**src/rtl/cmd_slave_regbank.sv**
```systemverilog
// cmd_slave_regbank: command-bus slave with a bank of RW control registers,
// a live STATUS word, a write-1-to-clear STICKY word and a constant ID word.
// Every access is acked a fixed ACK_DELAY_CLKS clocks after its select.
// Optional feature macro: CMD_SLAVE_ERRCNT_EN adds a 16-bit saturating
// counter of unmapped accesses at word index NUM_RW_REGS+3.
module cmd_slave_regbank #(
    parameter int          CMD_ADDR_BITS  = 24,
    parameter int          NUM_RW_REGS    = 8,
    parameter int          ACK_DELAY_CLKS = 1,
    parameter logic [31:0] BLOCK_ID       = 32'h0000_0000
) (
    input  logic                      i_sysclk,
    input  logic                      i_arst,
    input  logic                      i_cmd_sel,
    input  logic                      i_cmd_rd_wr_n,
    input  logic [CMD_ADDR_BITS-1:0]  i_cmd_byte_addr,
    input  logic [31:0]               i_cmd_wdata,
    output logic                      o_cmd_ack,
    output logic [31:0]               o_cmd_rdata,
    output logic [NUM_RW_REGS*32-1:0] o_ctrl_regs,
    input  logic [31:0]               i_status,
    input  logic [31:0]               i_event
);

    localparam int              IDX_W      = CMD_ADDR_BITS - 2;
    localparam logic [IDX_W-1:0] STATUS_IDX = IDX_W'(NUM_RW_REGS);
    localparam logic [IDX_W-1:0] STICKY_IDX = IDX_W'(NUM_RW_REGS + 1);
    localparam logic [IDX_W-1:0] ID_IDX     = IDX_W'(NUM_RW_REGS + 2);
    localparam logic [4:0]       LAST_CNT   = 5'(ACK_DELAY_CLKS - 1);

    typedef enum logic [1:0] {
        ST_IDLE = 2'd0,
        ST_BUSY = 2'd1,
        ST_ACK  = 2'd2
    } state_t;

    state_t           state_q;
    logic [4:0]       cnt_q;
    logic             rd_q;
    logic [IDX_W-1:0] idx_q;
    logic [31:0]      wdata_q;
    logic             ack_q;
    logic [31:0]      rdata_q;
    logic [31:0]      regs_q [NUM_RW_REGS];
    logic [31:0]      sticky_q;
    logic [31:0]      sticky_d;

    logic                   fire_s;
    logic                   acc_rd_s;
    logic [IDX_W-1:0]       acc_idx_s;
    logic [31:0]            acc_wdata_s;
    logic                   wr_en_s;
    logic [NUM_RW_REGS-1:0] rw_hit_s;
    logic [31:0]            rw_data_s;
    logic [31:0]            rd_val_s;
    logic                   mapped_s;
    logic [31:0]            sticky_clr_s;

    // Byte-lane bits of the address carry no meaning for word registers.
    logic unused_addr_s;
    assign unused_addr_s = ^i_cmd_byte_addr[1:0];

`ifdef CMD_SLAVE_ERRCNT_EN
    localparam logic [IDX_W-1:0] ERRCNT_IDX = IDX_W'(NUM_RW_REGS + 3);
    logic [15:0] errcnt_q;
`endif

    // Pick the access being completed: with a one-clock delay it completes on
    // the sampling edge itself, so the live inputs are used instead of the latch.
    always_comb begin
        if (ACK_DELAY_CLKS == 1) begin
            acc_rd_s    = i_cmd_rd_wr_n;
            acc_idx_s   = i_cmd_byte_addr[CMD_ADDR_BITS-1:2];
            acc_wdata_s = i_cmd_wdata;
            fire_s      = (state_q == ST_IDLE) && i_cmd_sel;
        end else begin
            acc_rd_s    = rd_q;
            acc_idx_s   = idx_q;
            acc_wdata_s = wdata_q;
            fire_s      = (state_q == ST_BUSY) && (cnt_q == LAST_CNT);
        end
        wr_en_s = fire_s && !acc_rd_s;
    end

    // One-hot decode of the RW control registers and their read mux.
    always_comb begin
        rw_hit_s  = {NUM_RW_REGS{1'b0}};
        rw_data_s = 32'h0000_0000;
        for (int k = 0; k < NUM_RW_REGS; k++) begin
            rw_hit_s[k] = (acc_idx_s == IDX_W'(k));
            rw_data_s   = rw_data_s | (regs_q[k] & {32{rw_hit_s[k]}});
        end
    end

    // Full read mux over the register map; anything not listed is unmapped.
    always_comb begin
        mapped_s = 1'b1;
        rd_val_s = 32'hDEAD_BEEF;
        if (|rw_hit_s) begin
            rd_val_s = rw_data_s;
        end else if (acc_idx_s == STATUS_IDX) begin
            rd_val_s = i_status;
        end else if (acc_idx_s == STICKY_IDX) begin
            rd_val_s = sticky_q;
        end else if (acc_idx_s == ID_IDX) begin
            rd_val_s = BLOCK_ID;
        end
`ifdef CMD_SLAVE_ERRCNT_EN
        else if (acc_idx_s == ERRCNT_IDX) begin
            rd_val_s = {16'h0000, errcnt_q};
        end
`endif
        else begin
            rd_val_s = 32'hDEAD_BEEF;
            mapped_s = 1'b0;
        end
    end

    // STICKY next state: events set, a STICKY write clears, set wins a tie.
    always_comb begin
        if (wr_en_s && (acc_idx_s == STICKY_IDX)) begin
            sticky_clr_s = acc_wdata_s;
        end else begin
            sticky_clr_s = 32'h0000_0000;
        end
        sticky_d = (sticky_q & ~sticky_clr_s) | i_event;
    end

    // Access FSM with registered ack and read data.
    always_ff @(posedge i_sysclk or posedge i_arst) begin
        if (i_arst) begin
            state_q <= ST_IDLE;
            cnt_q   <= 5'd0;
            rd_q    <= 1'b0;
            idx_q   <= {IDX_W{1'b0}};
            wdata_q <= 32'h0000_0000;
            ack_q   <= 1'b0;
            rdata_q <= 32'h0000_0000;
        end else begin
            ack_q <= fire_s;
            if (fire_s && acc_rd_s) begin
                rdata_q <= rd_val_s;
            end
            case (state_q)
                ST_IDLE: begin
                    if (i_cmd_sel) begin
                        rd_q    <= i_cmd_rd_wr_n;
                        idx_q   <= i_cmd_byte_addr[CMD_ADDR_BITS-1:2];
                        wdata_q <= i_cmd_wdata;
                        cnt_q   <= 5'd1;
                        if (ACK_DELAY_CLKS == 1) begin
                            state_q <= ST_ACK;
                        end else begin
                            state_q <= ST_BUSY;
                        end
                    end
                end
                ST_BUSY: begin
                    if (cnt_q == LAST_CNT) begin
                        state_q <= ST_ACK;
                    end else begin
                        cnt_q <= cnt_q + 5'd1;
                    end
                end
                ST_ACK: begin
                    state_q <= ST_IDLE;
                end
                default: begin
                    state_q <= ST_IDLE;
                end
            endcase
        end
    end

    // Register bank: RW writes land on the ack-asserting edge; STICKY every edge.
    always_ff @(posedge i_sysclk or posedge i_arst) begin
        if (i_arst) begin
            for (int k = 0; k < NUM_RW_REGS; k++) begin
                regs_q[k] <= 32'h0000_0000;
            end
            sticky_q <= 32'h0000_0000;
        end else begin
            sticky_q <= sticky_d;
            for (int k = 0; k < NUM_RW_REGS; k++) begin
                if (wr_en_s && rw_hit_s[k]) begin
                    regs_q[k] <= acc_wdata_s;
                end
            end
        end
    end

`ifdef CMD_SLAVE_ERRCNT_EN
    // Saturating count of unmapped accesses; a write to its own word clears it.
    always_ff @(posedge i_sysclk or posedge i_arst) begin
        if (i_arst) begin
            errcnt_q <= 16'h0000;
        end else if (wr_en_s && (acc_idx_s == ERRCNT_IDX)) begin
            errcnt_q <= 16'h0000;
        end else if (fire_s && !mapped_s && (errcnt_q != 16'hFFFF)) begin
            errcnt_q <= errcnt_q + 16'h0001;
        end
    end
`endif

    for (genvar g = 0; g < NUM_RW_REGS; g++) begin : g_ctrl_out
        assign o_ctrl_regs[32*g +: 32] = regs_q[g];
    end

    assign o_cmd_ack   = ack_q;
    assign o_cmd_rdata = rdata_q;

endmodule

```
**config.mk**
```make
export PLATFORM = sky130hd
export DESIGN_NAME = cmd_slave_regbank
export DESIGN_NICKNAME = d
export VERILOG_FILES = /design/src/rtl/cmd_slave_regbank.sv
export SDC_FILE = /design/constraint.sdc
export NUM_CORES = 1
export LEC_CHECK = 0
export ABC_AREA = 1
export BUFFER_PORTS_ARGS = -buffer_cell sky130_fd_sc_hd__buf_2
export CORE_ASPECT_RATIO = 1.5
export CORE_UTILIZATION = 40
export DETAILED_ROUTE_END_ITERATION = 7
export GPL_TIMING_DRIVEN = 0
export PLACE_DENSITY = 0.72
export RECOVER_POWER = 50
export SYNTH_ARGS = -nofsm -noshare
export SYNTH_HDL_FRONTEND = slang
export SYNTH_SLANG_ARGS = --single-unit
```
**constraint.sdc**
```tcl
create_clock -name i_sysclk -period 8.7 [get_ports i_sysclk]
set_clock_uncertainty 0.05 [all_clocks]
set_input_delay 0.435 -clock i_sysclk [delete_from_list [all_inputs] [get_ports i_sysclk]]
set_output_delay 0.435 -clock i_sysclk [all_outputs]
set_load 0.005 [all_outputs]
```
## Yosys cells after proc, flatten, opt, wreduce, memory -nomap -nowiden

Index checks and enable logic that the tools add are counted.

| storage, ports and cells | value |
|---|---|
| register bits | 328 |
| input bits | 124 |
| output and inout port bits | 289 |
| logic and storage cells | 77 |

| operators by class | value |
|---|---|
| add/subtract/negate cells | 1 |
| equal/unequal tests | 14 |
| multiplexer cells | 11 |
| bitwise operators | 18 |
| reduce and logical (&&, ||, !) cells | 20 |

Operator list:

| kind | count |
|---|---|
| $and 32x32->32 | 9 |
| $or 32x32->32 | 8 |
| $mux 32 | 5 |
| $eq 22x3->1 const B | 4 |
| $eq 22x4->1 const B | 3 |
| $eq 22x2->1 const B | 2 |
| $not 32->32 | 1 |
| $eq 22x1->1 const B | 1 |
| $logic_not 22->1 | 1 |
| $logic_and 1x1->1 | 12 |
| $mux 5 | 2 |
| $pmux 5 s2 | 1 |
| $reduce_or 8->1 | 1 |
| $add 5x1->5 const B | 1 |
| $logic_not 5->1 | 1 |
| $mux 2 | 2 |
| $ne 2x2->1 const B | 2 |
| $pmux 2 s2 | 1 |
| $reduce_and 3->1 | 1 |
| $eq 2x1->1 const B | 1 |
| $logic_not 2->1 | 1 |
| $ne 2x1->1 const B | 1 |
| $reduce_and 2->1 | 1 |
| $reduce_bool 2->1 | 1 |
| $logic_not 1->1 | 1 |

## Longest topological paths before layout

Gate-level depths: netlist of the first run.

| logic depth | value |
|---|---|
| word-level depth | 10 |
| depth in mapped cells | 13 |
| mapped depth without buffers | 12 |

## Least setup slack after synthesis of the first run

OpenSTA, ideal clock, no wires.

| path | value |
|---|---|
| kind | input -> register |
| from | input i_cmd_byte_addr[23] |
| to | register rdata_q[14], in the netlist o_cmd_rdata[14] |
| library setup time | 116 ps |
| arrival time | 1676 ps |
| required time | 8534 ps |
| path slack | 6857 ps |
| stages on the path | 11 |
| path buffers | 2 |
| cells stage by stage | or2_1 -> nor2_4 -> buf_4 -> nand3_1 -> nand2_1 -> nor2_4 -> nand2_4 -> buf_6 -> nand3_1 -> nand2_1 -> nand2_1 |

| between the ends | value |
|---|---|
| longest elaborated chain between the ends | 10 |
| elaborated cells between the ends (all ways) | 29 |
| classes of those cells | eq/ne (9); mux (3); bitwise (15); reduce/logical (2) |

Ends and longest elaborated chain:

| item | RTL line | text |
|---|---|---|
| start: declaration | 16 | `input logic [CMD_ADDR_BITS-1:0] i_cmd_byte_addr,` |
| $eq 22x1->1 or $logic_not 22->1 (tied branches) | 90 | `rw_hit_s[k] = (acc_idx_s == IDX_W'(k));` |
| $and 32x32->32 | 91 | `rw_data_s = rw_data_s \| (regs_q[k] & {32{rw_hit_s[k]}});` |
| $or 32x32->32 (7 in series) | 91 |  |
| $mux 32 * | 99 | `if (\|rw_hit_s) begin` |
| end signal: assignment | 142 | `rdata_q <= rd_val_s;` |
| end: declaration | 43 | `logic [31:0] rdata_q;` |

Every way passes the cells marked *; elsewhere a longest branch is shown, timed or not.
A chain may end at the register's enable or synchronous reset.

==> flow_metrics.env, run 1 <==
export IMPL_hold_path_end="sticky_q[25]$_DFF_PP0_"
export IMPL_comb_power_share=0.052
export IMPL_totalWireLength_um=67190
export IMPL_timing_final_setup_violations=0
export IMPL_grt_overflow_total=0
export IMPL_yosysMostFrequentCell="sky130_fd_sc_hd__nand2_1"
export IMPL_setup_worst_path_start_class="input pin"
export IMPL_detail_route_first_pass_iterations=6
export IMPL_final_instance_count_excl_fill=2896
export IMPL_crit_path_top_delay_cell="sky130_fd_sc_hd__clkbuf_1"
export IMPL_ir_drop_v=0.0001387
export IMPL_final_nets=2513
export IMPL_finalCritPeriodShare=0.4375
export IMPL_status="complete, but fails checks"
export IMPL_die_w_um=160.3
export IMPL_worstPathBufferInverterCount=5
export IMPL_number_of_warning_messages_in_the_yosys_log=0
export IMPL_yosys_cell_types_count=25
export IMPL_grt_start_max_net_pins=44
export IMPL_detail_route_wl_per_cell_um=23.20
export IMPL_netSwitchingFraction=0.2332
export IMPL_ant_nets=0
export IMPL_cts_setup_buffers=0
export IMPL_number_of_endpoints_with_negative_hold_slack_in_the_final_report=0
export IMPL_cap_violations=2
export IMPL_die_area_um2=38390
export IMPL_grt_pass1_vias=15550
export IMPL_ys_flop_type="sky130_fd_sc_hd__dfrtp_1"
export IMPL_cts_path_max_buffers=3
export IMPL_cts_htree_levels=1
export IMPL_core_area_um2=36910
export IMPL_number_of_enable_type_register_cells_in_the_synthesized_netlist=0
export IMPL_rr_worst_depth=6
export IMPL_fraction_of_registers_with_async_set_reset=1.000
export IMPL_hpwl_after_dpl_um=49710
export IMPL_type_of_destination_of_the_critical_path="async pin"
export IMPL_post_route_min_period_ps=3806
export IMPL_gp_congestion=0.9352
export IMPL_timing_rr_start="state_q[1]$_DFFE_PP0P_"
export IMPL_cts_buffers_inserted=31
export IMPL_clk_latency_ps=580
export IMPL_grt_setup_unrepaired="no"
export IMPL_area_share_of_the_leading_cell_type_in_the_synthesized_netlist=0.5358
export IMPL_clkTransAtPathRegs_ps=60
export IMPL_ys_top_cells_by_count="sky130_fd_sc_hd__nand2_1, sky130_fd_sc_hd__dfrtp_1, sky130_fd_sc_hd__nand3_1"
export IMPL_mappedNetlistArea_um2=15040
export IMPL_fmax_mhz=262.7
export IMPL_share_clk_of_total_power=0.458
export IMPL_tightest_slew_ps=2486
export IMPL_cts_tree="yes"
export IMPL_timing_critical_path_cells="dlygate4sd3_1 > buf_2 > clkinvlp_2 > clkbuf_1 > clkbuf_1"
export IMPL_rows=86
export IMPL_cp_data_required_time_ps=8990
export IMPL_drc_errors=0
export IMPL_power_density_nw_per_um2=166.0
export IMPL_antenna_found_initial=2
export IMPL_drv_slew=68
export IMPL_failed_checks="max-capacitance violations, max-slew violations"
export IMPL_die_height_um=239.5
export IMPL_post_route_cells_drive_above_1_share=0.1597
export IMPL_switchingPower_mw=0.7270
export IMPL_worst_hold_path_num_cells=3
export IMPL_synth_largest_area_cell="sky130_fd_sc_hd__dfrtp_1"
export IMPL_synth_area_leaders="sky130_fd_sc_hd__dfrtp_1, sky130_fd_sc_hd__nand2_1, sky130_fd_sc_hd__nand3_1"
export IMPL_port_buffers=410
export IMPL_critical_path_max_fanout=29
export IMPL_area_growth_from_synthesis_to_layout_pct=24.84
export IMPL_maxSlewHeadroom=-0.6576
export IMPL_holdCritPathClass="in -> reg"
export IMPL_yosysSeqAreaShare=0.5358
export IMPL_setup_worst_path_class="in -> async"
export IMPL_sink_count_of_the_clock_tree=322
export IMPL_setup_total_negative_slack_ps=0
export IMPL_ctsResizeCount=0
export IMPL_number_of_instances_in_the_synthesized_netlist=1926
export IMPL_cellLeakagePower_nw=9.681
export IMPL_regToRegSetupSlack_ps=6120
export IMPL_routed_via_count=16150
export IMPL_first_iteration_detailed_routing_drc_count=1761
export IMPL_path_common_cell="sky130_fd_sc_hd__clkbuf_1"
export IMPL_cts_root_buf="sky130_fd_sc_hd__clkbuf_16"
export IMPL_cpLargestDelayFamily="buffers and inverters"
export IMPL_avgViaCountPerCell=5.578
export IMPL_postSynthNetCount=2050
export IMPL_top_level_ports=413
export IMPL_share_seq_of_total_power=0.490
export IMPL_worstHoldStart="i_event[25]"
export IMPL_initial_core_utilization=0.4075
export IMPL_numPlacedInstances=2828
export IMPL_intPower_mw=2.390
export IMPL_grt_pass1_wl_um=97470
export IMPL_yosys_register_bits=322
export IMPL_cpPeakStageDelay_ps=1370
export IMPL_postCtsHoldBufs=12
export IMPL_grt_util_all_layers=0.3476
export IMPL_synth_area_per_cell_um2=7.809
export IMPL_worst_r2r_endpoint="o_ctrl_regs[84]$_DFFE_PP0P_"
export IMPL_critPathArrivalTime_ps=4100
per-stage QoR:
stage / hold WS, ps / utilization / instance area (um^2) / power (mW) / worst slack (ps)
floorplan: 375.7 / - / 15040 / 1.623 / 3920
global placement: 389.4 / 0.4796 / 17700 / 1.707 / 2082
detailed placement: 406.5 / 0.4841 / 17870 / 1.718 / 5926
CTS: 0.4693 / 0.5156 / 19030 / 3.125 / 6247
global route: 8.552 / 0.5087 / 18780 / 3.197 / 4361
finish: 9.842 / 0.5087 / 18780 / 3.117 / 4894
state kept, by name, indices dropped and copies added, names as in the netlist:
name	cells
o_ctrl_regs	256
sticky_q	32
o_cmd_rdata	32
o_cmd_ack	1
state_q	1
how the worst max path moves through the flow:
stage	startpoint	end	slack, ps	cells after the start
final	i_arst	o_ctrl_regs[46]$_DFFE_PP0P_	4890	5
after global routing	i_arst	o_cmd_rdata[14]$_DFFE_PP0P_	4360	5
after CTS	state_q[1]$_DFFE_PP0P_	o_ctrl_regs[84]$_DFFE_PP0P_	6250	6
after detailed placement	i_cmd_byte_addr[5]	o_cmd_rdata[15]$_DFFE_PP0P_	5930	11
after global placement	i_arst	o_ctrl_regs[201]$_DFFE_PP0P_	2080	2
after floorplan	i_arst	o_cmd_ack$_DFF_PP0_	3920	1
layout make-up:
| type | count | area [um^2] |
|---|---|---|
| Antenna cell | 1 | 2.502 |
| Multi-Input combinational cell | 1397 | 6081 |
| Timing Repair Buffer | 430 | 2085 |
| Buffer | 113 | 546.8 |
| Tap cell | 484 | 605.6 |
| Fill cell | 3685 | 18130 |
| Clock buffer | 46 | 892.1 |
| Clock inverter | 9 | 150.1 |
| Sequential cell | 322 | 8058 |
| Inverter | 94 | 355.3 |
kinds of logic after synthesis:
logic type | synth area share
AND/OR/NAND/NOR | 0.3002
flip-flops | 0.5358
AO/OA/AOI/OAI | 0.1042
buffers and inverters | 0.05990
tightest hold or removal path: stages:
cell and delay, ps:
sky130_fd_sc_hd__buf_2 70, sky130_fd_sc_hd__inv_1 40, sky130_fd_sc_hd__nand2_1 60
layout by cell type (no fill, tap or decap), types with 7 or more instances in the layout:
| cell | instances |
|---|---|
| sky130_fd_sc_hd__a21oi_1 | 25 |
| sky130_fd_sc_hd__buf_2 | 286 |
| sky130_fd_sc_hd__buf_4 | 13 |
| sky130_fd_sc_hd__clkbuf_1 | 229 |
| sky130_fd_sc_hd__clkbuf_16 | 31 |
| sky130_fd_sc_hd__dfrtp_1 | 322 |
| sky130_fd_sc_hd__dlygate4sd3_1 | 12 |
| sky130_fd_sc_hd__inv_1 | 84 |
| sky130_fd_sc_hd__nand2_1 | 748 |
| sky130_fd_sc_hd__nand3_1 | 201 |
| sky130_fd_sc_hd__nor2_1 | 98 |
| sky130_fd_sc_hd__nor2_4 | 7 |
| sky130_fd_sc_hd__nor3_1 | 9 |
| sky130_fd_sc_hd__o21ai_0 | 199 |
| sky130_fd_sc_hd__o21ai_1 | 89 |
power by group through the flow:
stage	logic, mW	registers, mW	clock network [mW]
2_1_floorplan	0.0675	1.56	0
3_3_place_gp	0.151	1.56	0
3_5_place_dp	0.164	1.55	0
4_1_cts	0.169	1.53	1.43
5_1_grt	0.179	1.53	1.49
6_report	0.162	1.53	1.43
per-layer routing:
layer	vias to the layer above	share of wire	wire length, um	GRT usage
met5	-	0.00016	11	0
met4	2	0.082	5491	0.2519
met3	246	0.086	5806	0.05489
met2	1016	0.48	32110	0.5858
met1	7770	0.35	23760	0.4019
li1	7119	-	-	-
No activity file was read; power rests on OpenSTA's default activity.
==> inputs of run 2 (changes only) <==
==> constraint.sdc (replaced) <==
create_clock -name i_sysclk -period 3.46 [get_ports i_sysclk]
set_clock_uncertainty 0.05 [all_clocks]
set_input_delay 0.173 -clock i_sysclk [delete_from_list [all_inputs] [get_ports i_sysclk]]
set_output_delay 0.173 -clock i_sysclk [all_outputs]
set_load 0.005 [all_outputs]
==> flow_metrics.env, run 2 (same netlist as run 1, synthesis figures left out) <==
export IMPL_most_common_cell_after_layout_fill_and_taps_aside="sky130_fd_sc_hd__nand2_1"
export IMPL_setup_worst_path_class="reg -> reg"
export IMPL_detail_route_first_pass_iterations=5
export IMPL_timing_final_setup_violations=0
export IMPL_post_dp_cell_area_um2=17870
export IMPL_cellLeakagePower_nw=9.982
export IMPL_share_clk_of_total_power=0.455
export IMPL_gp_congestion=0.9352
export IMPL_grt_util_all_layers=0.3530
export IMPL_largest_register_ff_count=256
export IMPL_postLayoutCoreUtil=0.5295
export IMPL_holdCritPathClass="in -> reg"
export IMPL_cp_data_required_time_ps=3870
export IMPL_grt_pass1_wl_um=99160
export IMPL_fmax_mhz=386.3
export IMPL_final_instance_count_excl_fill=2973
export IMPL_final_nets=2590
export IMPL_totalWireLength_um=68400
export IMPL_maxSlewHeadroom=0.1153
export IMPL_grt_pass1_vias=16010
export IMPL_setup_total_negative_slack_ps=0
export IMPL_type_of_destination_of_the_critical_path="flop"
export IMPL_finalCritPeriodShare=0.7481
export IMPL_switchingPower_mw=1.852
export IMPL_rr_worst_depth=7
export IMPL_worstHoldStart="i_cmd_wdata[2]"
export IMPL_hpwl_after_dpl_um=49710
export IMPL_drv_slew=0
export IMPL_cts_tree="yes"
export IMPL_commonest_cells_after_routing_fill_and_taps_aside="sky130_fd_sc_hd__nand2_1, sky130_fd_sc_hd__dfrtp_1, sky130_fd_sc_hd__buf_2"
export IMPL_port_buffers=410
export IMPL_cap_violations=0
export IMPL_ir_drop_v=0.0003521
export IMPL_comb_power_share=0.060
export IMPL_grt_overflow_total=0
export IMPL_drc_errors=0
export IMPL_cts_root_buf="sky130_fd_sc_hd__clkbuf_16"
export IMPL_cts_htree_levels=1
export IMPL_placement_setup_worst_slack_ps=948.4
export IMPL_die_height_um=239.5
export IMPL_finalInstanceArea_um2=19540
export IMPL_worst_r2r_endpoint="sticky_q[15]$_DFF_PP0_"
export IMPL_timing_rr_start="state_q[1]$_DFFE_PP0P_"
export IMPL_cts_buffers_inserted=31
export IMPL_clkTransAtPathRegs_ps=70
export IMPL_sink_count_of_the_clock_tree=322
export IMPL_tightest_slew_ps=1327
export IMPL_core_area_um2=36910
export IMPL_fin_hold_ws_ps=13.66
export IMPL_die_w_um=160.3
export IMPL_area_growth_from_synthesis_to_layout_pct=29.94
export IMPL_critical_path_max_fanout=10
export IMPL_grt_start_max_net_pins=44
export IMPL_worst_hold_path_num_cells=3
export IMPL_grt_setup_unrepaired="no"
export IMPL_top_level_ports=413
export IMPL_cts_path_max_buffers=3
export IMPL_post_route_min_period_ps=2588
export IMPL_ant_nets=0
export IMPL_routed_via_count=16470
export IMPL_power_density_nw_per_um2=405.1
export IMPL_post_route_cells_drive_above_1_share=0.1535
export IMPL_die_area_um2=38390
export IMPL_share_seq_of_total_power=0.485
export IMPL_post_layout_total_power_mw=7.917
export IMPL_antenna_found_initial=1
export IMPL_status="completed"
export IMPL_clk_latency_ps=590
export IMPL_initial_core_utilization=0.4075
export IMPL_numPlacedInstances=2828
export IMPL_post_route_worst_setup_slack_ps=871.6
export IMPL_netSwitchingFraction=0.2340
export IMPL_detail_route_wl_per_cell_um=23.01
export IMPL_number_of_endpoints_with_negative_hold_slack_in_the_final_report=0
export IMPL_hold_path_end="o_ctrl_regs[194]$_DFFE_PP0P_"
export IMPL_ctsResizeCount=0
export IMPL_first_iteration_detailed_routing_drc_count=1730
export IMPL_intPower_mw=6.065
export IMPL_rows=86
export IMPL_avgViaCountPerCell=5.541
export IMPL_cts_setup_buffers=0
export IMPL_critPathArrivalTime_ps=3000
export IMPL_regToRegSetupSlack_ps=870
export IMPL_setup_worst_path_start_class="flop"
-- run 2: repair_timing --
item                       CTS  global route
hold endpoints to repair   236             0
hold buffers                89             0
setup endpoints to repair    0             0
-- run 2: power groups by stage --
stage | sequential [mW] | clock [mW] | combinational, mW
3_5_place_dp | 3.91 | 0 | 0.411
2_1_floorplan | 3.91 | 0 | 0.170
3_3_place_gp | 3.91 | 0 | 0.380
6_report | 3.84 | 3.60 | 0.476
4_1_cts | 3.84 | 3.59 | 0.489
5_1_grt | 3.84 | 3.74 | 0.521
-- run 2: worst max-delay path, cell delays in order, from the launching register on --
cell and delay, ps:
sky130_fd_sc_hd__dfrtp_1 400, sky130_fd_sc_hd__nor3_1 290, sky130_fd_sc_hd__buf_2 390, sky130_fd_sc_hd__nand3_2 240
sky130_fd_sc_hd__buf_2 300, sky130_fd_sc_hd__o21ai_1 160, sky130_fd_sc_hd__nand2_1 70, sky130_fd_sc_hd__dlygate4sd3_1 560
-- run 2: worst max path at each step --
stage | start | end | slack, ps | depth (start not counted)
after floorplan | i_arst | o_cmd_ack$_DFF_PP0_ | -1060 | 1
after global placement | i_arst | o_ctrl_regs[201]$_DFFE_PP0P_ | -2900 | 2
after detailed placement | i_cmd_byte_addr[5] | o_cmd_rdata[15]$_DFFE_PP0P_ | 950 | 11
after CTS | state_q[1]$_DFFE_PP0P_ | o_ctrl_regs[84]$_DFFE_PP0P_ | 1010 | 6
after global routing | i_arst | o_cmd_rdata[10]$_DFFE_PP0P_ | 650 | 6
final | state_q[1]$_DFFE_PP0P_ | sticky_q[15]$_DFF_PP0_ | 870 | 7
-- run 2: cell type report --
class	count	area (um^2)
diodes	1	2.502
plain buffers	113	546.8
clock buffers	46	892.1
clock inverters	9	150.1
fillers	3609	17370
inverters	94	355.3
multi-input cells	1397	6081
flip-flops and latches	322	8058
well taps	484	605.6
repair buffers	507	2851
-- run 2: routing by layer --
| metal | share of wire | track usage | wire [um] |
|---|---|---|---|
| met1 | 0.35 | 0.4021 | 24000 |
| met3 | 0.090 | 0.05784 | 6172 |
| met4 | 0.082 | 0.2560 | 5611 |
| met5 | 0 | 0 | 0 |
| met2 | 0.48 | 0.6004 | 32620 |
